[config.mk]
export PLATFORM = sky130hd
export DESIGN_NAME = classificador_digito
export DESIGN_NICKNAME = d
export VERILOG_FILES = /design/src/rtl/classificador_digito.sv
export SDC_FILE = /design/constraint.sdc
export NUM_CORES = 1
export LEC_CHECK = 0
export CORE_UTILIZATION = 50
export DETAILED_ROUTE_END_ITERATION = 6
export HOLD_SLACK_MARGIN = 0.05
export PLACE_DENSITY_LB_ADDON = 0.3
export SYNTH_ARGS = -nofsm -noshare
export SYNTH_HDL_FRONTEND = slang
export SYNTH_SLANG_ARGS = --single-unit
[constraint.sdc]
create_clock -name clk -period 5.6 [get_ports clk]
set_clock_uncertainty 0.05 [all_clocks]
set_input_delay 1.12 -clock clk [delete_from_list [all_inputs] [get_ports clk]]
set_output_delay 1.12 -clock clk [all_outputs]
set_load 0.03 [all_outputs]
[src/rtl/classificador_digito.sv]
// classificador_digito: scans the per-template difference matrices through an
// external read mux. It accumulates one sum per digit and reports the digit
// with the smallest sum using an inicio/ocupado/pronto handshake.
// Optional build macro: CLASSIFICADOR_PODA_EN. When it is defined, a digit
// after the first is abandoned as soon as its running sum exceeds the best
// sum found so far. The result is unchanged; only the latency varies.
module classificador_digito #(
  parameter int N_DIGITOS = 10,
  parameter int LADO      = 11,
  parameter int LARG_SOMA = 15
) (
  input  logic                 clk,
  input  logic                 reset,
  input  logic                 inicio,
  input  logic [7:0]           diff_pixel,
  output logic [3:0]           sel_digito,
  output logic [3:0]           sel_linha,
  output logic [3:0]           sel_coluna,
  output logic                 ocupado,
  output logic                 pronto,
  output logic [3:0]           digito,
  output logic [LARG_SOMA-1:0] menor_soma
);

  typedef enum logic [1:0] {
    IDLE    = 2'd0,
    ACUM    = 2'd1,
    COMPARA = 2'd2,
    FIM     = 2'd3
  } estado_t;

  localparam logic [3:0] ULTIMO_IDX    = 4'(LADO - 1);
  localparam logic [3:0] ULTIMO_DIGITO = 4'(N_DIGITOS - 1);

  estado_t              estado_r, estado_s;
  logic [LARG_SOMA-1:0] soma_r, soma_s;
  logic [LARG_SOMA-1:0] min_r, min_s;
  logic [3:0]           melhor_r, melhor_s;
  logic [3:0]           sel_digito_s, sel_linha_s, sel_coluna_s;
  logic                 ocupado_s, pronto_s;
  logic [3:0]           digito_s;
  logic [LARG_SOMA-1:0] menor_soma_s;

  // The parameter constraint keeps this addition from overflowing.
  logic [LARG_SOMA-1:0] soma_prox_s;
  // Strict compare: on a tie the lower digit (seen first) is kept.
  logic                 novo_min_s;

  assign soma_prox_s = soma_r + LARG_SOMA'(diff_pixel);
  assign novo_min_s  = (soma_r < min_r);

  // Next-state and next-value logic for the scan FSM and its datapath.
  always_comb begin
    estado_s     = estado_r;
    soma_s       = soma_r;
    min_s        = min_r;
    melhor_s     = melhor_r;
    sel_digito_s = sel_digito;
    sel_linha_s  = sel_linha;
    sel_coluna_s = sel_coluna;
    ocupado_s    = ocupado;
    pronto_s     = 1'b0;
    digito_s     = digito;
    menor_soma_s = menor_soma;

    case (estado_r)
      IDLE: begin
        if (inicio) begin
          sel_digito_s = 4'd0;
          sel_linha_s  = 4'd0;
          sel_coluna_s = 4'd0;
          soma_s       = {LARG_SOMA{1'b0}};
          min_s        = {LARG_SOMA{1'b1}};
          ocupado_s    = 1'b1;
          estado_s     = ACUM;
        end else begin
          estado_s = IDLE;
        end
      end

      ACUM: begin
        // The pixel addressed by the registered selects is added this cycle.
        soma_s = soma_prox_s;
`ifdef CLASSIFICADOR_PODA_EN
        // Once the running sum exceeds the best sum, this digit cannot win.
        if ((sel_digito != 4'd0) && (soma_prox_s > min_r)) begin
          estado_s = COMPARA;
        end else if (sel_coluna != ULTIMO_IDX) begin
          sel_coluna_s = sel_coluna + 4'd1;
        end else if (sel_linha != ULTIMO_IDX) begin
          sel_coluna_s = 4'd0;
          sel_linha_s  = sel_linha + 4'd1;
        end else begin
          estado_s = COMPARA;
        end
`else
        if (sel_coluna != ULTIMO_IDX) begin
          sel_coluna_s = sel_coluna + 4'd1;
        end else if (sel_linha != ULTIMO_IDX) begin
          sel_coluna_s = 4'd0;
          sel_linha_s  = sel_linha + 4'd1;
        end else begin
          estado_s = COMPARA;
        end
`endif
      end

      COMPARA: begin
        if (novo_min_s) begin
          min_s    = soma_r;
          melhor_s = sel_digito;
        end else begin
          min_s    = min_r;
          melhor_s = melhor_r;
        end
        if (sel_digito == ULTIMO_DIGITO) begin
          // Results are registered on entry to FIM, so pronto shows during FIM.
          digito_s     = novo_min_s ? sel_digito : melhor_r;
          menor_soma_s = novo_min_s ? soma_r : min_r;
          pronto_s     = 1'b1;
          ocupado_s    = 1'b0;
          estado_s     = FIM;
        end else begin
          sel_digito_s = sel_digito + 4'd1;
          sel_linha_s  = 4'd0;
          sel_coluna_s = 4'd0;
          soma_s       = {LARG_SOMA{1'b0}};
          estado_s     = ACUM;
        end
      end

      FIM: begin
        estado_s = IDLE;
      end

      default: begin
        estado_s = IDLE;
      end
    endcase
  end

  // State, datapath and output registers with synchronous reset.
  always_ff @(posedge clk) begin
    if (reset) begin
      estado_r   <= IDLE;
      soma_r     <= {LARG_SOMA{1'b0}};
      min_r      <= {LARG_SOMA{1'b1}};
      melhor_r   <= 4'd0;
      sel_digito <= 4'd0;
      sel_linha  <= 4'd0;
      sel_coluna <= 4'd0;
      ocupado    <= 1'b0;
      pronto     <= 1'b0;
      digito     <= 4'd0;
      menor_soma <= {LARG_SOMA{1'b0}};
    end else begin
      estado_r   <= estado_s;
      soma_r     <= soma_s;
      min_r      <= min_s;
      melhor_r   <= melhor_s;
      sel_digito <= sel_digito_s;
      sel_linha  <= sel_linha_s;
      sel_coluna <= sel_coluna_s;
      ocupado    <= ocupado_s;
      pronto     <= pronto_s;
      digito     <= digito_s;
      menor_soma <= menor_soma_s;
    end
  end

endmodule

==> key figures, run 1 <==
Synth
  • Synth unique cells: 49
  • Most used flip-flop cell after synthesis: dfxtp_1
  • Seq/Total Area, Yosys: 39.3%
  • Synth Instances: 376
  • Ys async rst share: 0%
  • Synth Area per Inst: 9.34 um^2
  • Area contributors post-synth: dfxtp_1, ha_1, nor2_1
  • Cell area after synthesis: 3510 um^2
  • Area leader, netlist: dfxtp_1
  • Post-synth top area share: 39.3%
  • Synth cell count leaders: dfxtp_1, nor2_1, ha_1, a211oi_1, inv_1
  • YS warnings: 0
  • Seq cells post-synth: 69
  • Syn_nets: 416
  • Post-synth EDFFs: 0
  • Most instantiated library cell after synthesis: dfxtp_1

Floorplanning
  • Die width: 85.8 um
  • Height of the chip: 85.8 um
  • Row count: 30
  • Starting density of the core: 51.7%
  • Die ar.: 7360 um^2
  • I/O pins: 44
  • Core area: 6790 um^2

Final layout
  • Ant diodes: 0
  • Layout Nets: 457
  • Final Core Density: 63.2%
  • Area grow syn2layout: 22.2%
  • Filler cells: 567
  • Fraction of layout cells with a size suffix above 1: 5.45%

GRT
  • Grt total ovfl: 0
  • First-pass GRT wire length: 12.5 mm
  • Total track usage: 21.5%
  • Largest net degree at the start of global routing: 37
  • Initial antenna violation count: 0
  • Vias in the first global route: 2,678

Clocking
  • Num CTS Buffers: 9
  • H-tree depth: 3
  • Clock Latency Late Sink: 0.35 ns
  • TritonCTS clock tree: yes
  • Post-CTS Setup Bufs: 0
  • # clock sinks: 69
  • Number of gates resized after CTS: 0
  • Clock Path Buffers: 2
  • CTS Root Cell: clkbuf_8
  • Clock Pin Slew Worst Setup and Hold Paths: 0.08 ns
  • CTS Hold Bufs: 0

STA
  • Relative slew slack: 31.1%
  • RSZ-0062 raised after global routing: false
  • Setup violations, final: 0
  • Final worst-path cycle share: 59.0%
  • Achievable clock frequency: 303 MHz
  • Worst-Margin Slew: 1.03 ns
  • Final hold vios: 0
  • Slew Viols, Final: 0
  • Setup total negative slack: 0 ns
  • Final Critical Period: 3.30 ns

Route
  • Routed via count: 2,847
  • Drt initial violations: 171
  • Drt wl/cell: 14.1 um
  • # DRC: 0
  • Vias/cell: 5.50
  • Antenna viol nets, final: 0
  • Post-Route WL: 7.30 mm
  • Pre-Repair DR Iteration Count: 4

Placed design
  • DP HPWL: 5.16 mm
  • Placer Congestion: 0.940
  • IO buf count: 43

Status
  • Outcome: finished, final reports clean

Critical path
  • CP required: 5.76 ns
  • Crit start category: input port
  • Crit end category: flop
  • Worst Path Max Fanout: 4
  • WP data arrival: 3.46 ns
  • WS Path Type: in -> reg

Power and ir drop
  • P_leak: 1.73 nW
  • Max IR drop VDD: 135 uV
  • Power Density: 271 nW/um^2

Job
  • Max Cap Violations: 0

Hold path
  • Hold Crit Class: reg -> reg
## sequential cells by signal, summed over array words and instances (netlist names), 2 cells and up
name	cells
sel_coluna	4
digito	4
estado_r	2
menor_soma	15
sel_linha	4
melhor_r	4
min_r	15
sel_digito	4
soma_r	15
## routing by layer
| layer | vias to the layer above | part of all wire [%] | global-route usage (%) | wire [um] |
|---|---|---|---|---|
| met5 | - | 0 | 0 | 0 |
| met4 | 0 | 1.8 | 8.48 | 133 |
| met3 | 14 | 3.2 | 4.72 | 237 |
| met2 | 50 | 48 | 35.9 | 3490 |
| met1 | 1340 | 47 | 27.1 | 3440 |
| li1 | 1443 | - | - | - |
## critical path: stages
cell and delay [ns]:
clkdlybuf4s50_1 0.40, ha_1 0.22, fa_1 0.42, a211oi_1 0.42, nor3_1 0.10, o31a_1 0.31
o211ai_1 0.23, xor2_1 0.18, nor2_1 0.05
## worst paths after layout
path | startpoint | end | slack, ns | depth (start not counted)
setup / recovery | diff_pixel[0] | soma_r[12] | 2.30 | 9
hold reg to reg | melhor_r[2] | digito[2] | 0.41 | 2
setup reg to reg | min_r[14] | min_r[12] | 2.79 | 7
hold / removal | melhor_r[2] | digito[2] | 0.41 | 2
## report_power, final
part / internal [mW] / switching [mW] / leakage (nW)
Clock: 0.367 / 0.194 / 0.140
Combinational: 0.0407 / 0.0558 / 1.04
Sequential: 0.497 / 0.0104 / 0.558
Total: 0.905 / 0.260 / 1.73
## area by class of cell
type | count | area, um^2 | area share (%)
sequential | 69 | 1380 | 32.2
timing repair buffer | 45 | 445 | 10.4
tap | 96 | 120 | 2.80
clock inverter | 5 | 129 | 3.00
multi-input combinational | 273 | 1990 | 46.4
clock buffer | 11 | 151 | 3.53
inverter | 19 | 71.3 | 1.66
## cell usage in the layout (no fill, tap or decap), types with 3 or more instances in the layout
master | Yosys | layout
inv_1 | 19 | 19
nand4_1 | 5 | 5
nand2b_1 | 9 | 9
xor2_1 | 15 | 15
bufinv_16 | 0 | 4
clkdlybuf4s50_1 | 0 | 43
nor3_1 | 5 | 5
ha_1 | 28 | 28
o21ai_0 | 12 | 12
o22a_1 | 15 | 15
or4b_1 | 3 | 3
nand3_1 | 6 | 6
nor2b_1 | 6 | 6
a21oi_1 | 15 | 15
dfxtp_1 | 69 | 69
a22oi_1 | 6 | 6
and3_1 | 3 | 3
nand3b_1 | 4 | 4
o21bai_1 | 4 | 4
mux2i_1 | 18 | 18
xnor2_1 | 3 | 3
nand2_1 | 11 | 11
nor2_1 | 52 | 51
clkbuf_8 | 0 | 11
a211oi_1 | 21 | 21
a21o_1 | 6 | 6
## stage by stage
step	std cells	instance area [um^2]	power (mW)	worst slack (ns)	hold slack, ns
after global routing	518	4290	1.20	2.16	0.441
after floorplan	376	3510	0.584	2.61	0.394
after global placement	502	4010	0.613	2.01	0.407
after detailed placement	502	4010	0.615	1.98	0.412
final	518	4290	1.17	2.30	0.413
after CTS	518	4290	1.17	2.34	0.417
## cell families (layout without fill, tap and decap cells)
| logic type | Yosys count | count (layout) | share of synthesized area (%) |
|---|---|---|---|
| and+or+nand+nor | 113 | 113 | 16.3 |
| AOI/OAI and AO/OA | 95 | 95 | 20.3 |
| DFF | 69 | 69 | 39.3 |
| buffers and inverters | 34 | 80 | 3.96 |
| adders and majority gates | 29 | 29 | 10.5 |
| xor gates and xnor gates | 18 | 18 | 4.49 |
| muxes | 18 | 18 | 5.13 |
Note: power is estimated with default switching activity, not from simulation.
==> inputs of run 2 (changes only) <==
==> constraint.sdc (replaced) <==
create_clock -name clk -period 2.7 [get_ports clk]
set_clock_uncertainty 0.05 [all_clocks]
set_input_delay 0.54 -clock clk [delete_from_list [all_inputs] [get_ports clk]]
set_output_delay 0.54 -clock clk [all_outputs]
set_load 0.03 [all_outputs]
==> run 2 against run 1 <==
Net effect: non-clock buffer count grew 21; sequential share of layout area shrank 1.1 points; largest cell class unchanged; sequential power grew 110%; first-iteration DRC count shrank 47%; global-route usage grew 1.3 points; largest power group is now sequential cells; sequential cell count is the same.
==> key figures, run 2 (synthesized netlist as in run 1, its figures left out) <==
Status
  • Outcome: finished, final reports clean (unchanged)

Floorplanning
  • Height of the chip: 85.8 um (unchanged)
  • Die width: 85.8 um (unchanged)
  • Core area: 6790 um^2 (unchanged)
  • I/O pins: 44 (unchanged)
  • Starting density of the core: 51.7% (unchanged)
  • Row count: 30 (unchanged)
  • Die ar.: 7360 um^2 (unchanged)

GRT
  • Grt total ovfl: 0 (unchanged)
  • Initial antenna violation count: 0 (unchanged)
  • Vias in the first global route: 2,883 (was 2,678)
  • First-pass GRT wire length: 13.3 mm (was 12.5 mm)
  • Largest net degree at the start of global routing: 37 (unchanged)
  • Total track usage: 22.8% (was 21.5%)

Hold path
  • HP Start: melhor_r[3] (was melhor_r[2])
  • Hold Crit Class: reg -> reg (unchanged)
  • Worst Hold End: melhor_r[3] (was digito[2])
  • Hold depth: 2 (unchanged)

STA
  • Final worst-path cycle share: 95.5%
  • Relative slew slack: 71.8% (was 31.1%)
  • Worst-Margin Slew: 0.418 ns (was 1.03 ns)
  • Slew Viols, Final: 0 (unchanged)
  • Setup violations, final: 0 (unchanged)
  • Achievable clock frequency: 388 MHz
  • Final hold vios: 0 (unchanged)
  • Final Critical Period: 2.58 ns

Critical path
  • WP data arrival: 2.75 ns (was 3.46 ns)
  • Reg2Reg Capture Point: melhor_r[2] (was min_r[12])
  • WS Path Type: in -> reg (unchanged)
  • Crit end category: flop (unchanged)
  • Worst Path Max Fanout: 4 (unchanged)
  • Crit start category: input port (unchanged)
  • Delay-heaviest family, CP: compound AO/OA/AOI/OAI gates (unchanged)
  • Setup slack, reg-to-reg: 0.15 ns (was 2.79 ns)
  • Worst stage delay on the critical path: 0.41 ns (was 0.42 ns)
  • Worst path bufs/invs: 2 (was 1)
  • CP required: 2.87 ns (was 5.76 ns)
  • Start of the worst register-to-register path: min_r[8] (was min_r[14])
  • Reg2Reg Depth: 9 (was 7)
  • Slowest cell on the critical path: clkdlybuf4s50_1 (was fa_1)
  • Crit-path cells: clkdlybuf4s50_1 -> ha_1 -> fa_2 -> a211oi_2 -> buf_4 -> nor3_1 -> o31a_1 -> o211ai_1 -> xor2_1 -> nor2_1 (was clkdlybuf4s50_1 -> ha_1 -> fa_1 -> a211oi_1 -> nor3_1 -> o31a_1 -> o211ai_1 -> xor2_1 -> nor2_1)

Route
  • Antenna viol nets, final: 0 (unchanged)
  • Pre-Repair DR Iteration Count: 4 (unchanged)
  • # DRC: 0 (unchanged)
  • Routed via count: 2,924 (was 2,847)
  • Drt wl/cell: 14.3 um (was 14.1 um)
  • Post-Route WL: 7.73 mm (was 7.30 mm)
  • Drt initial violations: 90 (was 171)
  • Vias/cell: 5.42 (was 5.50)

Clocking
  • # clock sinks: 69 (unchanged)
  • TritonCTS clock tree: yes (unchanged)
  • CTS Hold Bufs: 0 (unchanged)
  • Clock Pin Slew Worst Setup and Hold Paths: 0.07 ns (was 0.08 ns)
  • CTS Root Cell: clkbuf_8 (unchanged)
  • Post-CTS Setup Bufs: 0 (unchanged)
  • Clock Path Buffers: 2 (unchanged)
  • Clock Latency Late Sink: 0.33 ns (was 0.35 ns)
  • H-tree depth: 3 (unchanged)
  • Num CTS Buffers: 9 (unchanged)

Final layout
  • Layout Cells excl Fill: 539 (was 518)
  • Largest registers: menor_soma: 15 flops, min_r: 15 flops, soma_r: 15 flops (unchanged)
  • Area grow syn2layout: 26.7% (was 22.2%)
  • Most common cell after layout, fill and taps aside: dfxtp_1 (unchanged)
  • Commonest non-fill, non-tap cells in the layout: dfxtp_1, nor2_1, clkdlybuf4s50_1 (unchanged)
  • Fraction of layout cells with a size suffix above 1: 10.2% (was 5.45%)
  • Layout Nets: 478 (was 457)
  • Ant diodes: 0 (unchanged)

Job
  • Max Cap Violations: 0 (unchanged)

Power and ir drop
  • Power, Total: 2.32 mW (was 1.17 mW)
  • P_leak: 1.83 nW (was 1.73 nW)
  • Power Density: 522 nW/um^2 (was 271 nW/um^2)
  • Max IR drop VDD: 759 uV (was 135 uV)

Placed design
  • Placer Congestion: 0.903 (was 0.940)
  • IO buf count: 43 (unchanged)
  • Placed insts: 523 (was 502)
  • DP HPWL: 5.52 mm (was 5.16 mm)
run 2: changes by cell type in the layout (fill, tap and decap cells not counted), sizes merged:
cell      previous run  this run
clkinvlp             0         1
buf                  2        23
bufinv               4         3
run 2: cell type report:
type                       instances  area [um^2]
tap                               96          120
inverter                          19         71.3
clock buffer                      11          141
clock inverter                     5          106
sequential                        69         1380
timing repair buffer              66          628
fill                             564         2340
multi-input combinational        273         2000
run 2: worst max path at each step:
stage | to | depth (start not counted) | startpoint | slack (ns)
2_1_floorplan | soma_r[10] | 8 | diff_pixel[0] | 0.29
5_1_grt | soma_r[12] | 10 | diff_pixel[0] | -0.03
3_5_place_dp | soma_r[10] | 10 | diff_pixel[0] | -0.27
6_report | soma_r[12] | 10 | diff_pixel[0] | 0.12
4_1_cts | soma_r[10] | 10 | diff_pixel[0] | 0.09
3_3_place_gp | soma_r[10] | 10 | diff_pixel[0] | -0.22
run 2: power breakdown:
part           switching, mW  total (mW)  internal, mW
Clock                  0.394        1.04         0.643
Sequential            0.0172        1.05          1.03
Combinational          0.128       0.236         0.108
Total                  0.540        2.32          1.78
run 2: routing by layer:
metal  track usage, %  part of all wire (%)  up-vias  wire length, um
li1                 -                     -     1484                -
met1             28.5                    46     1368             3580
met2             39.6                    48       57             3740
met3             4.23                   3.3       15              254
met4             7.73                   2.0        0              152
met5                0                     0        -                0
run 2: metrics by stage:
| stage | instance area [um^2] | util, % | hold WS [ns] | setup TNS, ns | setup WS [ns] |
|---|---|---|---|---|---|
| 2_1_floorplan | 3510 | - | 0.394 | 0 | 0.287 |
| 3_3_place_gp | 4190 | 61.7 | 0.406 | -0.853 | -0.225 |
| 3_5_place_dp | 4190 | 61.7 | 0.415 | -0.993 | -0.268 |
| 4_1_cts | 4440 | 65.4 | 0.427 | 0 | 0.0891 |
| 5_1_grt | 4450 | 65.5 | 0.455 | -0.0535 | -0.0337 |
| 6_report | 4450 | 65.5 | 0.426 | 0 | 0.121 |
run 2: what timing repair did:
action                                 CTS  global route
setup endpoints to repair                0             4
endpoints found under the hold margin    0             0
resized for setup                        0             2
run 2: tightest hold or removal path, stage by stage (launching register included):
cell	delay, ns
dfxtp_1	0.31
nand2b_1	0.06
o21ai_0	0.06
